`src/rtl/uart_pkg.sv`:
```
// Shared UART constants and rx FSM state encodings.
// Used by uart_tx and uart_rx.
package uart_pkg;

  localparam int DATA_BITS = 8;
  localparam logic IDLE_LEVEL = 1'b1;

  localparam logic [2:0] ST_IDLE = 3'd0;
  localparam logic [2:0] ST_START = 3'd1;
  localparam logic [2:0] ST_DATA = 3'd2;
  localparam logic [2:0] ST_STOP = 3'd3;
  localparam logic [2:0] ST_WAIT_HIGH = 3'd4;

endpackage

```
`src/rtl/uart_rx_sync.sv`:
```
// Two-flop synchroniser for the asynchronous rx pad.
// Resets to the idle line level so no false start bit appears.
module uart_rx_sync
  import uart_pkg::*;
(
  input  logic clk,
  input  logic rst,
  input  logic d,
  output logic q
);

  logic meta;

  // Two-stage capture of the pad level.
  always_ff @(posedge clk) begin
    if (!rst) begin
      meta <= IDLE_LEVEL;
      q <= IDLE_LEVEL;
    end else begin
      meta <= d;
      q <= meta;
    end
  end

endmodule

```
`src/rtl/uart_rx.sv`:
```
// 8N1 serial receiver, one byte per frame with valid strobe.
// UART_RX_SYNC_EN adds a 2-flop input synchroniser.
module uart_rx
  import uart_pkg::*;
#(
  parameter int CLKS_PER_BIT = 1,
  parameter int CNT_W = 16
) (
  input  logic clk,
  input  logic rst,
  input  logic rxd,
  output logic [7:0] rx_data,
  output logic rx_valid,
  output logic rx_frame_err,
  output logic rx_busy
);

  localparam int HALF = (CLKS_PER_BIT - 1) / 2;
  localparam logic [CNT_W-1:0] CNT_LAST =
    CNT_W'(CLKS_PER_BIT - 1);
  localparam logic [CNT_W-1:0] CNT_HALF =
    (HALF == 0) ? '0 : CNT_W'(HALF - 1);
  localparam logic [2:0] BIT_LAST = 3'(DATA_BITS - 1);

  logic s;

`ifdef UART_RX_SYNC_EN
  uart_rx_sync u_sync (
    .clk(clk),
    .rst(rst),
    .d(rxd),
    .q(s)
  );
`else
  assign s = rxd;
`endif

  logic [2:0] state_q, state_d;
  logic [CNT_W-1:0] cnt_q, cnt_d;
  logic [2:0] bit_q, bit_d;
  logic [7:0] sh_q, sh_d;
  logic [7:0] data_d;
  logic valid_d, ferr_d;

  // Next-state, counters and strobes for the frame FSM.
  always_comb begin
    state_d = state_q;
    cnt_d = cnt_q;
    bit_d = bit_q;
    sh_d = sh_q;
    data_d = rx_data;
    valid_d = 1'b0;
    ferr_d = 1'b0;
    unique case (state_q)
      ST_IDLE: begin
        if (s != IDLE_LEVEL) begin
          cnt_d = '0;
          bit_d = '0;
          // with H=0 the start check is this very cycle
          state_d = (HALF == 0) ? ST_DATA : ST_START;
        end
      end
      ST_START: begin
        if (cnt_q == CNT_HALF) begin
          cnt_d = '0;
          bit_d = '0;
          state_d = (s == IDLE_LEVEL) ? ST_IDLE : ST_DATA;
        end else begin
          cnt_d = cnt_q + 1'b1;
        end
      end
      ST_DATA: begin
        if (cnt_q == CNT_LAST) begin
          cnt_d = '0;
          sh_d = {s, sh_q[7:1]};
          bit_d = bit_q + 3'd1;
          if (bit_q == BIT_LAST) state_d = ST_STOP;
        end else begin
          cnt_d = cnt_q + 1'b1;
        end
      end
      ST_STOP: begin
        if (cnt_q == CNT_LAST) begin
          cnt_d = '0;
          if (s == IDLE_LEVEL) begin
            data_d = sh_q;
            valid_d = 1'b1;
            state_d = ST_IDLE;
          end else begin
            ferr_d = 1'b1;
            state_d = ST_WAIT_HIGH;
          end
        end else begin
          cnt_d = cnt_q + 1'b1;
        end
      end
      ST_WAIT_HIGH: begin
        if (s == IDLE_LEVEL) state_d = ST_IDLE;
      end
      default: state_d = ST_IDLE;
    endcase
  end

  // State, datapath and registered outputs.
  always_ff @(posedge clk) begin
    if (!rst) begin
      state_q <= ST_IDLE;
      cnt_q <= '0;
      bit_q <= '0;
      sh_q <= '0;
      rx_data <= '0;
      rx_valid <= 1'b0;
      rx_frame_err <= 1'b0;
      rx_busy <= 1'b0;
    end else begin
      state_q <= state_d;
      cnt_q <= cnt_d;
      bit_q <= bit_d;
      sh_q <= sh_d;
      rx_data <= data_d;
      rx_valid <= valid_d;
      rx_frame_err <= ferr_d;
      rx_busy <= (state_d != ST_IDLE);
    end
  end

endmodule

```
`config.mk`:
```
export PLATFORM = sky130hd
export DESIGN_NAME = uart_rx
export DESIGN_NICKNAME = d
export VERILOG_FILES = /design/src/rtl/uart_pkg.sv /design/src/rtl/uart_rx_sync.sv /design/src/rtl/uart_rx.sv
export SDC_FILE = /design/constraint.sdc
export NUM_CORES = 1
export LEC_CHECK = 0
export ABC_CLOCK_PERIOD_IN_PS = 1400
export BUFFER_PORTS_ARGS = -buffer_cell sky130_fd_sc_hd__buf_2
export CAP_MARGIN = 20
export CORE_ASPECT_RATIO = 0.75
export CORE_UTILIZATION = 55
export CTS_BUF_LIST = sky130_fd_sc_hd__clkbuf_4
export DETAILED_ROUTE_END_ITERATION = 7
export PLACE_DENSITY = 0.82
export SLEW_MARGIN = 20
export SYNTH_ARGS = -nofsm -noshare
export SYNTH_HDL_FRONTEND = slang
export SYNTH_SLANG_ARGS = --single-unit
```
`constraint.sdc`:
```
create_clock -name clk -period 1.4 [get_ports clk]
set_input_delay 0.21 -clock clk [delete_from_list [all_inputs] [get_ports clk]]
set_output_delay 0.21 -clock clk [all_outputs]
set_load 0.03 [all_outputs]
```
=== Word-level counts from Yosys, hierarchy flattened ===
Cells that the tools add are included.

* $add $sub $neg: 2
* Equal/unequal tests: 8
* Mux-type cells: 18
* Reduce and logical (&&, ||, !) cells: 11

{| class="wikitable"
|+ Operator list
! operator !! number
|-
| two-way mux 16 bit || 2
|-
| one-hot mux 16 bit (2 select lines) || 1
|-
| two-way mux 3 bit || 10
|-
| adder 16 x 1 -> 16 bit, second input constant || 1
|-
| zero test 16 bit || 1
|-
| one-hot mux 3 bit (5 select lines) || 1
|-
| one-hot mux 3 bit (3 select lines) || 1
|-
| == test 3 x 2 -> 1 bit, second input constant || 2
|-
| == test 3 bit, second input constant || 2
|-
| != test 2 bit, second input constant || 3
|-
| AND reduction 3 bit || 2
|-
| nonzero test 3 bit || 2
|-
| AND reduction 2 bit || 2
|-
| AND reduction 4 bit || 1
|-
| adder 3 x 1 -> 3 bit, second input constant || 1
|-
| == test 3 x 1 -> 1 bit, second input constant || 1
|-
| zero test 3 bit || 1
|-
| OR reduction 3 bit || 1
|-
| two-way mux 1 bit || 2
|-
| two-way mux 2 bit || 1
|-
| nonzero test 2 bit || 1
|}

* Register bits after elaboration: 41
* Bits of input ports: 3
* Output and inout port bits: 11
* Logic and storage cells: 47

=== Logic depth before layout (Yosys ltp) ===
Gate-level depths: netlist (run 1).

* Depth in word-level cells: 5
* Depth in mapped cells: 8
* Depth with buffers taken out: 6

=== Least setup slack after synthesis (run 1) ===
Ideal clock, no wire load.

* Kind: reg2reg
* From: register cnt_q[0]
* To: register cnt_q[9]
* Library setup time: 122 ps
* Data arrival time: 1,451 ps
* Required time: 1,278 ps
* Slack: -173 ps
* Stages on the path, launching flop included: 7
* Buffers on the path: 0
* Clock period less this slack: 1,573 ps
* Cells stage by stage: dfxtp_1 > inv_1 > ha_1 > nor4b_4 > a41oi_2 > and2_4 > a221o_1

* Longest elaborated chain between the ends: 3
* Elaborated cells between the ends (all ways): 4
* Classes of those cells: 1 x add/sub; 2 x mux; 1 x reduce/logical

{| class="wikitable"
|+ Ends and longest elaborated chain
! element !! RTL line !! RTL
|-
| start, declared || uart_rx.sv:39 || <nowiki>logic [CNT_W-1:0] cnt_q, cnt_d;</nowiki>
|-
| start signal, assigned || uart_rx.sv:117 || <nowiki>cnt_q <= cnt_d;</nowiki>
|-
| adder 16 x 1 -> 16 bit or zero test 16 bit (tied branches) || -- ||
|-
| two-way mux 16 bit * || uart_rx.sv:64, uart_rx.sv:73, uart_rx.sv:83 ||
|-
| one-hot mux 16 bit (2 select lines) * || uart_rx.sv:54 || <nowiki>unique case (state_q)</nowiki>
|}

Mark *: on every way between the ends. The rest lies on a longest branch, timed or not.
A chain may end at the register's enable or synchronous reset.

=== Worst setup path in the final report (run 1) ===
* From: register cnt_q[1]
* To: register cnt_q[15]

The elaborated chain is that of the path after synthesis.

==> flow_results.xml, run 1 <==
<?xml version="1.0" encoding="UTF-8"?>
<metrics>
  <group name="status">
    <metric name="status" unit="">complete, but fails checks</metric>
    <metric name="violations" unit="">negative setup slack</metric>
  </group>
  <group name="setup_path">
    <metric name="worst-r2r-setup-slack" unit="ns">-0.30</metric>
    <metric name="worstSetupStartpointType" unit="">flip-flop</metric>
    <metric name="cp_data_required_time" unit="ns">1.69</metric>
    <metric name="cp.arrival" unit="ns">1.99</metric>
    <metric name="crit_type" unit="">flip-flop to flip-flop</metric>
    <metric name="worstSetupEndpointType" unit="">flip-flop</metric>
    <metric name="crit_path_max_fo" unit="">6</metric>
  </group>
  <group name="logic_synthesis">
    <metric name="net_count_synth" unit="">246</metric>
    <metric name="count_of_flip_flops_with_a_built_in_enable_after_synthesis" unit="">0</metric>
    <metric name="mux_cell_area_share_after_synthesis" unit="%">5.721</metric>
    <metric name="post_synth_instance_area" unit="mm2">0.002100</metric>
    <metric name="synth.yosys.seq_area_share" unit="%">39.09</metric>
    <metric name="yosysWarningCount" unit="">0</metric>
    <metric name="postSynthAreaPerCell" unit="um2">8.785</metric>
    <metric name="yosys.area_share.simple" unit="%">26.58</metric>
    <metric name="synth_top_flop_cell" unit="">sky130_fd_sc_hd__dfxtp_1</metric>
    <metric name="synth-adder-area-share" unit="%">2.384</metric>
    <metric name="yosys.area_share.xor_xnor" unit="%">1.669</metric>
    <metric name="synthesis.instances" unit="">239</metric>
    <metric name="synth_top_family_by_area" unit="">simple AND/OR/NAND/NOR gates</metric>
    <metric name="synth_compound_area_share" unit="%">17.52</metric>
    <metric name="ys_ff_latch" unit="">41</metric>
    <metric name="post_synth_num_cell_types" unit="">47</metric>
    <metric name="synthArstFlopShare" unit="%">0</metric>
  </group>
  <group name="die">
    <metric name="core_area" unit="mm2">0.003661</metric>
    <metric name="number_of_placement_rows" unit="">19</metric>
    <metric name="fp.dieW" unit="um">73.34</metric>
    <metric name="die_area" unit="mm2">0.004071</metric>
    <metric name="top_level_ports" unit="">14</metric>
    <metric name="dieHeight" unit="um">55.51</metric>
    <metric name="starting_utilization_of_the_core_area" unit="%">57.35</metric>
  </group>
  <group name="global_routing">
    <metric name="antenna_violations_before_repair" unit="">0</metric>
    <metric name="vias_in_the_first_global_route" unit="">2066</metric>
    <metric name="global_route.usage.total" unit="%">32.83</metric>
    <metric name="grt_start_max_net_pins" unit="">20</metric>
    <metric name="grt_pass1_wl" unit="um">10050</metric>
    <metric name="residual_overflow_from_global_routing" unit="">0</metric>
  </group>
  <group name="clocking">
    <metric name="cts_num_sinks" unit="">41</metric>
    <metric name="root_buffer" unit="">sky130_fd_sc_hd__clkbuf_4</metric>
    <metric name="tritoncts" unit="">yes</metric>
    <metric name="cts_buffer_depth" unit="">2</metric>
    <metric name="clk_latency" unit="ns">0.38</metric>
    <metric name="htree_num_levels" unit="">2</metric>
    <metric name="tritoncts_buffer_count" unit="">5</metric>
    <metric name="clock_slew_seen_by_the_registers_of_the_worst_setup_and_hold_paths" unit="ns">0.14</metric>
  </group>
  <group name="timing">
    <metric name="tns" unit="ns">-9.107</metric>
    <metric name="worstMarginPinSlew" unit="ns">0.6152</metric>
    <metric name="hold-worst-slack" unit="ns">0.1708</metric>
    <metric name="fmaxAchievable" unit="MHz">588.3</metric>
    <metric name="slew_violations" unit="">0</metric>
    <metric name="finClkSkew" unit="ns">0.02171</metric>
    <metric name="tcrit_tclk_final" unit="%">121.4</metric>
    <metric name="hold_viol" unit="">0</metric>
    <metric name="post_route_minimum_period" unit="ns">1.700</metric>
    <metric name="max_slew_headroom_at_the_worst_pin" unit="%">58.87</metric>
    <metric name="final.setup.worst_slack" unit="ns">-0.2998</metric>
    <metric name="rsz_0062_raised_after_global_routing" unit="">true</metric>
    <metric name="setup_viol_count_final" unit="">41</metric>
  </group>
  <group name="job">
    <metric name="drv_cap" unit="">0</metric>
  </group>
  <group name="detailed_routing">
    <metric name="avgRoutedWirePerCell" unit="um">22.46</metric>
    <metric name="drc_errors" unit="">0</metric>
    <metric name="drtAntennaViolNets" unit="">0</metric>
    <metric name="num_vias" unit="">2382</metric>
    <metric name="first_pass_iters" unit="">5</metric>
    <metric name="postRouteWirelength" unit="um">8039</metric>
    <metric name="via_per_inst" unit="">6.654</metric>
    <metric name="drt_first_iter_violations" unit="">338</metric>
  </group>
  <group name="placed_design">
    <metric name="detailedPlace.worstSlack" unit="ns">-0.2371</metric>
    <metric name="place_hpwl" unit="um">3756</metric>
    <metric name="gp_congestion" unit="">0.8795</metric>
    <metric name="placed_area" unit="mm2">0.002606</metric>
    <metric name="placed_instances" unit="">336</metric>
    <metric name="numPortBuffers" unit="">13</metric>
  </group>
  <group name="cells_and_area">
    <metric name="post-route-cell-area" unit="mm2">0.003152</metric>
    <metric name="area_growth_syn_to_layout" unit="%">50.12</metric>
    <metric name="final_layout_size_suffix_gt1_share" unit="%">47.71</metric>
    <metric name="antennaDiodeCount" unit="">0</metric>
    <metric name="nets_final" unit="">312</metric>
    <metric name="layout.cells.non_filler" unit="">358</metric>
    <metric name="util_after_layout" unit="%">86.09</metric>
  </group>
  <group name="worst_hold_path">
    <metric name="min-delay-path-class" unit="">input pin to flip-flop</metric>
  </group>
  <group name="pwr">
    <metric name="power.total" unit="mW">2.495</metric>
    <metric name="max-vdd-ir-drop" unit="V">0.0008795</metric>
    <metric name="static-leakage-power" unit="nW">1.238</metric>
    <metric name="cell_pwr_density" unit="mW/mm2">791.6</metric>
  </group>
</metrics>
## report_power, final
group	switching (mW)	internal [mW]	total, mW
clock network	0.448	0.562	1.01
logic	0.161	0.134	0.295
registers	0.0108	1.18	1.19
## layer usage
layer	part of all wire [%]	track usage, %	wire [um]	vias up
li1	-	-	-	1031
met1	38	41.20	3050	1130
met2	47	50.26	3793	172
met3	9.4	8.759	756	49
met4	5.4	19.51	438	0
met5	0	0	0	-
## flip-flops by register name, indices dropped and copies added (netlist names)
| name | flops |
|---|---|
| sh_q | 8 |
| rx_frame_err | 1 |
| cnt_q | 16 |
| rx_busy | 1 |
| bit_q | 3 |
| rx_data | 8 |
| rx_valid | 1 |
| state_q | 3 |
## worst paths after layout
kind / start / to / cells after the start
worst max-delay path: cnt_q[1] / cnt_q[15] / 8
worst min-delay path: rxd / rx_busy / 3
worst max register to register: cnt_q[1] / cnt_q[15] / 8
worst min register to register: rx_data[2] / rx_data[2] / 2
## cell usage after synthesis, types with 5 or more instances
master | n | area share, %
sky130_fd_sc_hd__dfxtp_1 | 41 | 39
sky130_fd_sc_hd__nand2_1 | 21 | 3.8
sky130_fd_sc_hd__nand3_1 | 17 | 4.1
sky130_fd_sc_hd__nand4_1 | 16 | 4.8
sky130_fd_sc_hd__o21ai_0 | 15 | 3.6
sky130_fd_sc_hd__a21oi_1 | 13 | 3.1
sky130_fd_sc_hd__a31oi_1 | 13 | 3.9
sky130_fd_sc_hd__mux2i_1 | 12 | 5.7
sky130_fd_sc_hd__inv_1 | 9 | 1.6
sky130_fd_sc_hd__buf_2 | 7 | 1.7
sky130_fd_sc_hd__clkbuf_1 | 7 | 1.3
sky130_fd_sc_hd__nor2_1 | 7 | 1.3
sky130_fd_sc_hd__nor4_1 | 5 | 1.5
## logic make-up (layout without fill, tap and decap cells)
| group | count (synthesis) | in the layout |
|---|---|---|
| adders and majority gates | 4 | 4 |
| DFF | 41 | 41 |
| muxes | 12 | 12 |
| and+or+nand+nor | 92 | 92 |
| AOI/OAI and AO/OA | 58 | 58 |
| xor gates and xnor gates | 4 | 4 |
| buffers and inverters | 28 | 95 |
## worst max-delay path, stage by stage, from the launching register on
cell                       delay, ns
sky130_fd_sc_hd__dfxtp_2        0.37
sky130_fd_sc_hd__inv_2          0.05
sky130_fd_sc_hd__ha_4           0.16
sky130_fd_sc_hd__nor4b_4        0.13
sky130_fd_sc_hd__buf_6          0.14
sky130_fd_sc_hd__a41oi_4        0.23
sky130_fd_sc_hd__buf_6          0.21
sky130_fd_sc_hd__nand3b_1       0.13
sky130_fd_sc_hd__a31oi_1        0.19
## cell usage in the layout (no fill, tap or decap), drive strengths merged
cell type / n
o41a: 1
nand3b: 3
and4: 3
nor2b: 1
mux2i: 12
and4b: 1
nor4: 7
nand3: 18
a41oi: 2
dfxtp: 41
o21ai: 17
nor3b: 1
o22a: 1
a221o: 1
buf: 77
nor4b: 1
nand2b: 1
o2bb2a: 1
o2111ai: 1
o21a: 1
and3: 4
nor3: 4
xnor2: 1
o22ai: 3
o211ai: 3
inv: 10
nand2: 21
ha: 4
clkbuf: 6
a31oi: 13
a21oi: 13
nor2: 7
o2bb2ai: 1
and2: 3
nand4: 17
bufinv: 2
xor2: 3
## area by class of cell
cell class,count,area (um2)
Clock buffer,5,37.54
Clock inverter,3,68.82
Fill cell,174,509.2
Inverter,9,33.78
Multi-Input combinational cell,170,1450
Sequential cell,41,830.8
Tap cell,52,65.06
Timing Repair Buffer,78,665.6
## what timing repair did
action                                  CTS  global route
endpoints found under the setup margin   41            41
pin swaps                                17            27
setup buffers                             6             6
hold buffers                              0             0
hold endpoints to repair                  0             0
resized for setup                        22            45
gates cloned                              1             1
(Power assumes the default switching activity.)
==> inputs of run 2 (changes only) <==
--- a/config.mk
+++ b/config.mk
@@ -5,14 +5,15 @@
 export SDC_FILE = /design/constraint.sdc
 export NUM_CORES = 1
 export LEC_CHECK = 0
+export ABC_AREA = 1
 export ABC_CLOCK_PERIOD_IN_PS = 1400
-export BUFFER_PORTS_ARGS = -buffer_cell sky130_fd_sc_hd__buf_2
 export CAP_MARGIN = 20
 export CORE_ASPECT_RATIO = 0.75
 export CORE_UTILIZATION = 55
 export CTS_BUF_LIST = sky130_fd_sc_hd__clkbuf_4
 export DETAILED_ROUTE_END_ITERATION = 7
-export PLACE_DENSITY = 0.82
+export DONT_BUFFER_PORTS = 1
+export PLACE_DENSITY = 0.79
 export SLEW_MARGIN = 20
 export SYNTH_ARGS = -nofsm -noshare
 export SYNTH_HDL_FRONTEND = slang
==> flow_results.xml, run 2 <==
<?xml version="1.0" encoding="UTF-8"?>
<metrics>
  <group name="cells_and_area">
    <metric name="mostFrequentLayoutCells" unit="">sky130_fd_sc_hd__nand2_1 (52), sky130_fd_sc_hd__nor2_1 (39), sky130_fd_sc_hd__dfxtp_1 (30)</metric>
    <metric name="area_growth_syn_to_layout" unit="%">22.77</metric>
    <metric name="util_after_layout" unit="%">70.66</metric>
    <metric name="regMostFlops" unit="">cnt_q</metric>
    <metric name="nets_final" unit="">331</metric>
    <metric name="leading_cell_type_in_the_layout_fill_and_taps_excluded" unit="">sky130_fd_sc_hd__nand2_1</metric>
    <metric name="fillerInstances" unit="">299</metric>
    <metric name="antennaDiodeCount" unit="">0</metric>
    <metric name="largest_register_ffs" unit="">16</metric>
    <metric name="layout.cells.non_filler" unit="">377</metric>
    <metric name="final_layout_size_suffix_gt1_share" unit="%">31.38</metric>
    <metric name="layout_top_registers" unit="">cnt_q: 16 flops, rx_data: 8 flops, sh_q: 8 flops</metric>
    <metric name="post-route-cell-area" unit="mm2">0.002604</metric>
  </group>
  <group name="logic_synthesis">
    <metric name="most_frequent_cells_after_synthesis" unit="">sky130_fd_sc_hd__nand2_1 (57), sky130_fd_sc_hd__nor2_1 (44), sky130_fd_sc_hd__dfxtp_1 (41)</metric>
    <metric name="synth_area_leader_cell" unit="">sky130_fd_sc_hd__dfxtp_1</metric>
    <metric name="count_of_flip_flops_with_a_built_in_enable_after_synthesis" unit="">0</metric>
    <metric name="synthDominantCellAreaShare" unit="%">38.70</metric>
    <metric name="yosysWarningCount" unit="">0</metric>
    <metric name="postSynthAreaPerCell" unit="um2">7.189</metric>
    <metric name="synth_most_common_cell" unit="">sky130_fd_sc_hd__nand2_1</metric>
    <metric name="netlist_top_cells_area" unit="">sky130_fd_sc_hd__dfxtp_1 (39%), sky130_fd_sc_hd__nand2_1 (10%), sky130_fd_sc_hd__nor2_1 (7.8%)</metric>
    <metric name="synth.yosys.seq_area_share" unit="%">38.70</metric>
    <metric name="post_synth_num_cell_types" unit="">31</metric>
    <metric name="synthesis.instances" unit="">295</metric>
    <metric name="net_count_synth" unit="">302</metric>
    <metric name="ys_ff_latch" unit="">41</metric>
    <metric name="synth_top_flop_cell" unit="">sky130_fd_sc_hd__dfxtp_1</metric>
    <metric name="post_synth_instance_area" unit="mm2">0.002121</metric>
    <metric name="synthArstFlopShare" unit="%">0</metric>
  </group>
  <group name="placed_design">
    <metric name="placed_instances" unit="">362</metric>
    <metric name="numPortBuffers" unit="">0</metric>
    <metric name="gp_congestion" unit="">0.9337</metric>
    <metric name="place_hpwl" unit="um">3456</metric>
    <metric name="placed_area" unit="mm2">0.002297</metric>
    <metric name="detailedPlace.worstSlack" unit="ns">-0.1113</metric>
  </group>
  <group name="pwr">
    <metric name="share_comb_of_total_power" unit="%">9.0</metric>
    <metric name="max-vdd-ir-drop" unit="V">0.0007432</metric>
    <metric name="power.total" unit="mW">2.413</metric>
    <metric name="cell_pwr_density" unit="mW/mm2">926.6</metric>
    <metric name="switching_share" unit="%">24.21</metric>
    <metric name="p_int" unit="mW">1.829</metric>
    <metric name="power_frac_seq" unit="%">51.0</metric>
    <metric name="static-leakage-power" unit="nW">1.108</metric>
    <metric name="share_clk_of_total_power" unit="%">40.0</metric>
    <metric name="power.net_switching" unit="uW">584.1</metric>
  </group>
  <group name="setup_path">
    <metric name="worstSetupStartpointType" unit="">flip-flop</metric>
    <metric name="crit_type" unit="">flip-flop to flip-flop</metric>
    <metric name="crit_path_max_fo" unit="">10</metric>
    <metric name="timing.critical_path.cells" unit="">inv_2, ha_4, nand3_4, nor2_4, nand2_4, buf_6, nor3_1, nor2_1</metric>
    <metric name="worst_r2r_startpoint" unit="">cnt_q[1]</metric>
    <metric name="crit_buf_inv" unit="">2</metric>
    <metric name="critPathMaxStageDelay" unit="ns">0.38</metric>
    <metric name="cp_data_required_time" unit="ns">1.66</metric>
    <metric name="worstSetupEndpointType" unit="">flip-flop</metric>
    <metric name="r2r-end" unit="">sh_q[1]</metric>
    <metric name="cp.arrival" unit="ns">1.75</metric>
    <metric name="worst-r2r-setup-slack" unit="ns">-0.09</metric>
    <metric name="crit_family" unit="">simple AND/OR/NAND/NOR gates</metric>
    <metric name="worst-r2r-cell-count" unit="">8</metric>
    <metric name="timing.critical_path.slowest_stage_cell" unit="">sky130_fd_sc_hd__dfxtp_4</metric>
    <metric name="critPathLaunch" unit="">cnt_q[1]</metric>
  </group>
  <group name="clocking">
    <metric name="tritoncts" unit="">yes</metric>
    <metric name="cts.hold.buffers_added" unit="">1</metric>
    <metric name="htree_num_levels" unit="">2</metric>
    <metric name="tritoncts_buffer_count" unit="">5</metric>
    <metric name="clk_latency" unit="ns">0.35</metric>
    <metric name="clock_slew_seen_by_the_registers_of_the_worst_setup_and_hold_paths" unit="ns">0.13</metric>
    <metric name="cts_buffer_depth" unit="">2</metric>
    <metric name="cts_num_sinks" unit="">41</metric>
    <metric name="root_buffer" unit="">sky130_fd_sc_hd__clkbuf_4</metric>
  </group>
  <group name="timing">
    <metric name="hold-worst-slack" unit="ns">-0.03778</metric>
    <metric name="fmaxAchievable" unit="MHz">671.5</metric>
    <metric name="max_slew_headroom_at_the_worst_pin" unit="%">74.09</metric>
    <metric name="tcrit_tclk_final" unit="%">106.4</metric>
    <metric name="worstMarginPinSlew" unit="ns">0.3882</metric>
    <metric name="hold_viol" unit="">22</metric>
    <metric name="slew_violations" unit="">0</metric>
    <metric name="tns" unit="ns">-1.065</metric>
    <metric name="setup_viol_count_final" unit="">26</metric>
    <metric name="rsz_0062_raised_after_global_routing" unit="">true</metric>
    <metric name="finClkSkew" unit="ns">0.004471</metric>
    <metric name="final.setup.worst_slack" unit="ns">-0.08911</metric>
    <metric name="post_route_minimum_period" unit="ns">1.489</metric>
  </group>
  <group name="status">
    <metric name="violations" unit="">negative hold slack, negative setup slack</metric>
    <metric name="status" unit="">complete, but fails checks</metric>
  </group>
  <group name="die">
    <metric name="core_area" unit="mm2">0.003685</metric>
    <metric name="fp.dieW" unit="um">73.70</metric>
    <metric name="die_area" unit="mm2">0.004111</metric>
    <metric name="dieHeight" unit="um">55.78</metric>
    <metric name="starting_utilization_of_the_core_area" unit="%">57.56</metric>
    <metric name="top_level_ports" unit="">14</metric>
    <metric name="number_of_placement_rows" unit="">19</metric>
  </group>
  <group name="detailed_routing">
    <metric name="drtAntennaViolNets" unit="">0</metric>
    <metric name="num_vias" unit="">2095</metric>
    <metric name="via_per_inst" unit="">5.557</metric>
    <metric name="drt_first_iter_violations" unit="">146</metric>
    <metric name="avgRoutedWirePerCell" unit="um">14.19</metric>
    <metric name="drc_errors" unit="">0</metric>
    <metric name="postRouteWirelength" unit="um">5349</metric>
    <metric name="first_pass_iters" unit="">4</metric>
  </group>
  <group name="worst_hold_path">
    <metric name="timing.hold.worst.start" unit="">rst</metric>
    <metric name="min-delay-path-class" unit="">input pin to flip-flop</metric>
    <metric name="min_delay_path_depth" unit="">2</metric>
    <metric name="worstHoldEndpoint" unit="">rx_data[0]</metric>
  </group>
  <group name="global_routing">
    <metric name="vias_in_the_first_global_route" unit="">1828</metric>
    <metric name="residual_overflow_from_global_routing" unit="">0</metric>
    <metric name="antenna_violations_before_repair" unit="">0</metric>
    <metric name="grt_pass1_wl" unit="um">8390</metric>
    <metric name="global_route.usage.total" unit="%">26.97</metric>
    <metric name="grt_start_max_net_pins" unit="">28</metric>
  </group>
  <group name="job">
    <metric name="drv_cap" unit="">0</metric>
  </group>
</metrics>
==> run 2: changes by cell type after synthesis, sizes merged, moves of 13 or more <==
cell   previous run  this run
a31oi            13         0
inv               9        24
nand2            21        61
nor2              7        60
==> run 2: worst max path at each step <==
stage	to	cells past startpoint
floorplan	rx_data[1]	9
global placement	cnt_q[8]	7
detailed placement	sh_q[6]	8
CTS	rx_data[5]	9
global route	cnt_q[2]	9
finish	sh_q[1]	8
==> run 2: cell type report <==
type                            instances  area, um2  share of cell area (%)
Multi-Input combinational cell        225       1276                   49.01
Sequential cell                        41      844.6                   32.44
Timing Repair Buffer                   27      220.2                   8.457
Inverter                               24      95.09                   3.652
Clock inverter                          3      65.06                   2.499
Tap cell                               52      65.06                   2.499
Clock buffer                            5      37.54                   1.442
==> run 2: repair_timing <==
item	in CTS	in global routing
endpoints found under the hold margin	26	25
setup buffers	3	2
pin swaps	9	10
gates cloned	1	0
setup endpoints to repair	33	39
gates resized for setup	22	28
==> run 2: per-layer routing <==
metal,track usage (%),part of all wire (%),vias to the layer above
li1,-,-,1038
met1,39.02,45,959
met2,35.78,45,90
met3,8.877,8.7,8
met4,12.36,1.4,0
met5,0,0,-
==> run 2: logic make-up (layout without fill, tap and decap cells) <==
logic type	after synthesis	after routing	synth area share, %
buffers and inverters	30	59	6.665
adders and majority gates	4	4	2.360
AOI/OAI and AO/OA	47	47	12.27
DFF	41	41	38.70
and+or+nand+nor	173	174	40.00
==> run 2: power by group through the flow <==
stage / clock network (mW) / logic, mW / registers [mW]
after floorplan: 0 / 0.161 / 1.25
after global placement: 0 / 0.187 / 1.26
after detailed placement: 0 / 0.193 / 1.26
after CTS: 0.959 / 0.206 / 1.23
after global routing: 1.04 / 0.238 / 1.23
final: 0.966 / 0.216 / 1.23
==> inputs of run 3 (changes only) <==
--- a/config.mk
+++ b/config.mk
@@ -5,7 +5,6 @@
 export SDC_FILE = /design/constraint.sdc
 export NUM_CORES = 1
 export LEC_CHECK = 0
-export ABC_AREA = 1
 export ABC_CLOCK_PERIOD_IN_PS = 1400
 export CAP_MARGIN = 20
 export CORE_ASPECT_RATIO = 0.75
==> flow_results.xml, run 3 (synthesis results as in run 1) <==
<?xml version="1.0" encoding="UTF-8"?>
<metrics>
  <group name="cells_and_area">
    <metric name="antennaDiodeCount" unit="">0</metric>
    <metric name="mostFrequentLayoutCells" unit="">sky130_fd_sc_hd__buf_4 (41), sky130_fd_sc_hd__dfxtp_1 (33), sky130_fd_sc_hd__nand2_1 (20)</metric>
    <metric name="area_growth_syn_to_layout" unit="%">27.35</metric>
    <metric name="largest_register_ffs" unit="">16</metric>
    <metric name="nets_final" unit="">284</metric>
    <metric name="regMostFlops" unit="">cnt_q</metric>
    <metric name="post-route-cell-area" unit="mm2">0.002674</metric>
    <metric name="final_layout_size_suffix_gt1_share" unit="%">34.30</metric>
    <metric name="layout_top_registers" unit="">cnt_q: 16 flops, rx_data: 8 flops, sh_q: 8 flops</metric>
    <metric name="leading_cell_type_in_the_layout_fill_and_taps_excluded" unit="">sky130_fd_sc_hd__buf_4</metric>
    <metric name="layout.cells.non_filler" unit="">329</metric>
  </group>
  <group name="setup_path">
    <metric name="crit_type" unit="">flip-flop to flip-flop</metric>
    <metric name="worstSetupStartpointType" unit="">flip-flop</metric>
    <metric name="timing.critical_path.slowest_stage_cell" unit="">sky130_fd_sc_hd__dfxtp_2</metric>
    <metric name="timing.critical_path.cells" unit="">nor4_4, buf_4, a41oi_2, and4_1, a221o_1</metric>
    <metric name="worstSetupEndpointType" unit="">flip-flop</metric>
    <metric name="critPathMaxStageDelay" unit="ns">0.35</metric>
    <metric name="cp.arrival" unit="ns">1.82</metric>
    <metric name="cp_data_required_time" unit="ns">1.65</metric>
    <metric name="crit_path_max_fo" unit="">4</metric>
  </group>
  <group name="timing">
    <metric name="hold_viol" unit="">0</metric>
    <metric name="slew_violations" unit="">0</metric>
    <metric name="post_route_minimum_period" unit="ns">1.576</metric>
    <metric name="setup_viol_count_final" unit="">41</metric>
    <metric name="finClkSkew" unit="ns">0.01386</metric>
    <metric name="max_slew_headroom_at_the_worst_pin" unit="%">72.77</metric>
    <metric name="worstMarginPinSlew" unit="ns">0.4073</metric>
    <metric name="fmaxAchievable" unit="MHz">634.3</metric>
    <metric name="final.setup.worst_slack" unit="ns">-0.1765</metric>
    <metric name="tcrit_tclk_final" unit="%">112.6</metric>
    <metric name="rsz_0062_raised_after_global_routing" unit="">true</metric>
  </group>
  <group name="pwr">
    <metric name="power_frac_seq" unit="%">60.9</metric>
    <metric name="p_int" unit="mW">1.452</metric>
    <metric name="static-leakage-power" unit="nW">1.021</metric>
    <metric name="cell_pwr_density" unit="mW/mm2">732.0</metric>
    <metric name="switching_share" unit="%">25.81</metric>
    <metric name="share_clk_of_total_power" unit="%">29.2</metric>
    <metric name="power.net_switching" unit="uW">505.2</metric>
    <metric name="share_comb_of_total_power" unit="%">9.9</metric>
    <metric name="max-vdd-ir-drop" unit="V">0.0006650</metric>
  </group>
  <group name="detailed_routing">
    <metric name="first_pass_iters" unit="">4</metric>
    <metric name="postRouteWirelength" unit="um">5159</metric>
    <metric name="drc_errors" unit="">0</metric>
    <metric name="num_vias" unit="">1984</metric>
    <metric name="avgRoutedWirePerCell" unit="um">15.68</metric>
    <metric name="drt_first_iter_violations" unit="">127</metric>
    <metric name="via_per_inst" unit="">6.030</metric>
    <metric name="drtAntennaViolNets" unit="">0</metric>
  </group>
  <group name="global_routing">
    <metric name="grt_start_max_net_pins" unit="">23</metric>
    <metric name="residual_overflow_from_global_routing" unit="">0</metric>
    <metric name="antenna_violations_before_repair" unit="">0</metric>
    <metric name="global_route.usage.total" unit="%">26.67</metric>
    <metric name="vias_in_the_first_global_route" unit="">1719</metric>
    <metric name="grt_pass1_wl" unit="um">8349</metric>
  </group>
  <group name="job">
    <metric name="drv_cap" unit="">0</metric>
  </group>
  <group name="clocking">
    <metric name="tritoncts_buffer_count" unit="">5</metric>
    <metric name="tritoncts" unit="">yes</metric>
    <metric name="htree_num_levels" unit="">2</metric>
    <metric name="cts_num_sinks" unit="">41</metric>
    <metric name="clock_slew_seen_by_the_registers_of_the_worst_setup_and_hold_paths" unit="ns">0.13</metric>
    <metric name="cts_buffer_depth" unit="">2</metric>
    <metric name="root_buffer" unit="">sky130_fd_sc_hd__clkbuf_4</metric>
    <metric name="clk_latency" unit="ns">0.35</metric>
  </group>
  <group name="die">
    <metric name="number_of_placement_rows" unit="">19</metric>
    <metric name="dieHeight" unit="um">55.51</metric>
    <metric name="core_area" unit="mm2">0.003661</metric>
    <metric name="starting_utilization_of_the_core_area" unit="%">57.35</metric>
    <metric name="top_level_ports" unit="">14</metric>
    <metric name="die_area" unit="mm2">0.004071</metric>
    <metric name="fp.dieW" unit="um">73.34</metric>
  </group>
  <group name="status">
    <metric name="status" unit="">complete, but fails checks</metric>
    <metric name="violations" unit="">negative setup slack</metric>
  </group>
  <group name="placed_design">
    <metric name="placed_instances" unit="">314</metric>
    <metric name="numPortBuffers" unit="">0</metric>
    <metric name="gp_congestion" unit="">0.8645</metric>
    <metric name="placed_area" unit="mm2">0.002474</metric>
    <metric name="place_hpwl" unit="um">3551</metric>
  </group>
  <group name="worst_hold_path">
    <metric name="min-delay-path-class" unit="">input pin to flip-flop</metric>
  </group>
</metrics>
==> run 3: worst paths after layout <==
kind	start	to	slack [ns]	depth (start not counted)
worst max-delay path	cnt_q[12]	cnt_q[9]	-0.18	5
worst min register to register	sh_q[0]	sh_q[0]	0.48	2
worst min-delay path	rst	sh_q[7]	0.02	2
worst max register to register	cnt_q[12]	cnt_q[9]	-0.18	5
==> run 3: area by class of cell <==
cell class              instances  area [um2]
clock inverters                 2       11.26
multi-input cells             170        1251
well taps                      52       65.06
repair buffers                 50       441.7
inverters                       9       33.78
clock buffers                   5       37.54
flip-flops and latches         41       833.3
fillers                       257       987.2
==> run 3: critical path: cells and delay by family, from the launching register on <==
family / cells / cell delay [ns]
flip-flops: 1 / 0.35
AND/OR/NAND/NOR: 2 / 0.52
AO/OA/AOI/OAI: 2 / 0.43
buffers and inverters: 1 / 0.19
==> run 3: what timing repair did <==
item,in CTS,in global routing
buffers inserted,4,2
pin swaps,5,10
endpoints found under the setup margin,41,41
gates resized for setup,13,9
gates cloned,0,0
endpoints found under the hold margin,3,0
hold buffers,2,0
==> run 3: per-stage QoR <==
stage	setup slack, ns	power [mW]	hold slack, ns	util [%]	setup TNS [ns]
4_1_cts	-0.1594	1.963	0.007791	71.53	-4.482
3_3_place_gp	-0.1880	1.392	0.3129	67.57	-4.451
3_5_place_dp	-0.2124	1.397	0.3153	67.57	-5.598
5_1_grt	-0.2529	2.033	0.01050	73.03	-7.852
2_1_floorplan	-0.1331	1.338	0.3004	-	-1.822
6_report	-0.1765	1.957	0.01840	73.03	-5.008
==> run 3: power groups by stage <==
stage                     clock network, mW  registers, mW  logic (mW)
after CTS                             0.584           1.19       0.188
after floorplan                           0           1.21       0.124
final                                 0.571           1.19       0.194
after detailed placement                  0           1.22       0.178
after global placement                    0           1.22       0.173
after global routing                  0.633           1.19       0.206
==> run 3: per-layer routing <==
metal  vias up  wire length, um  GRT usage, %
met5         -                0             0
met4         0               40         7.418
met3         5              325         5.474
met2        64             2315         37.83
met1       942             2478         40.65
li1        973                -             -
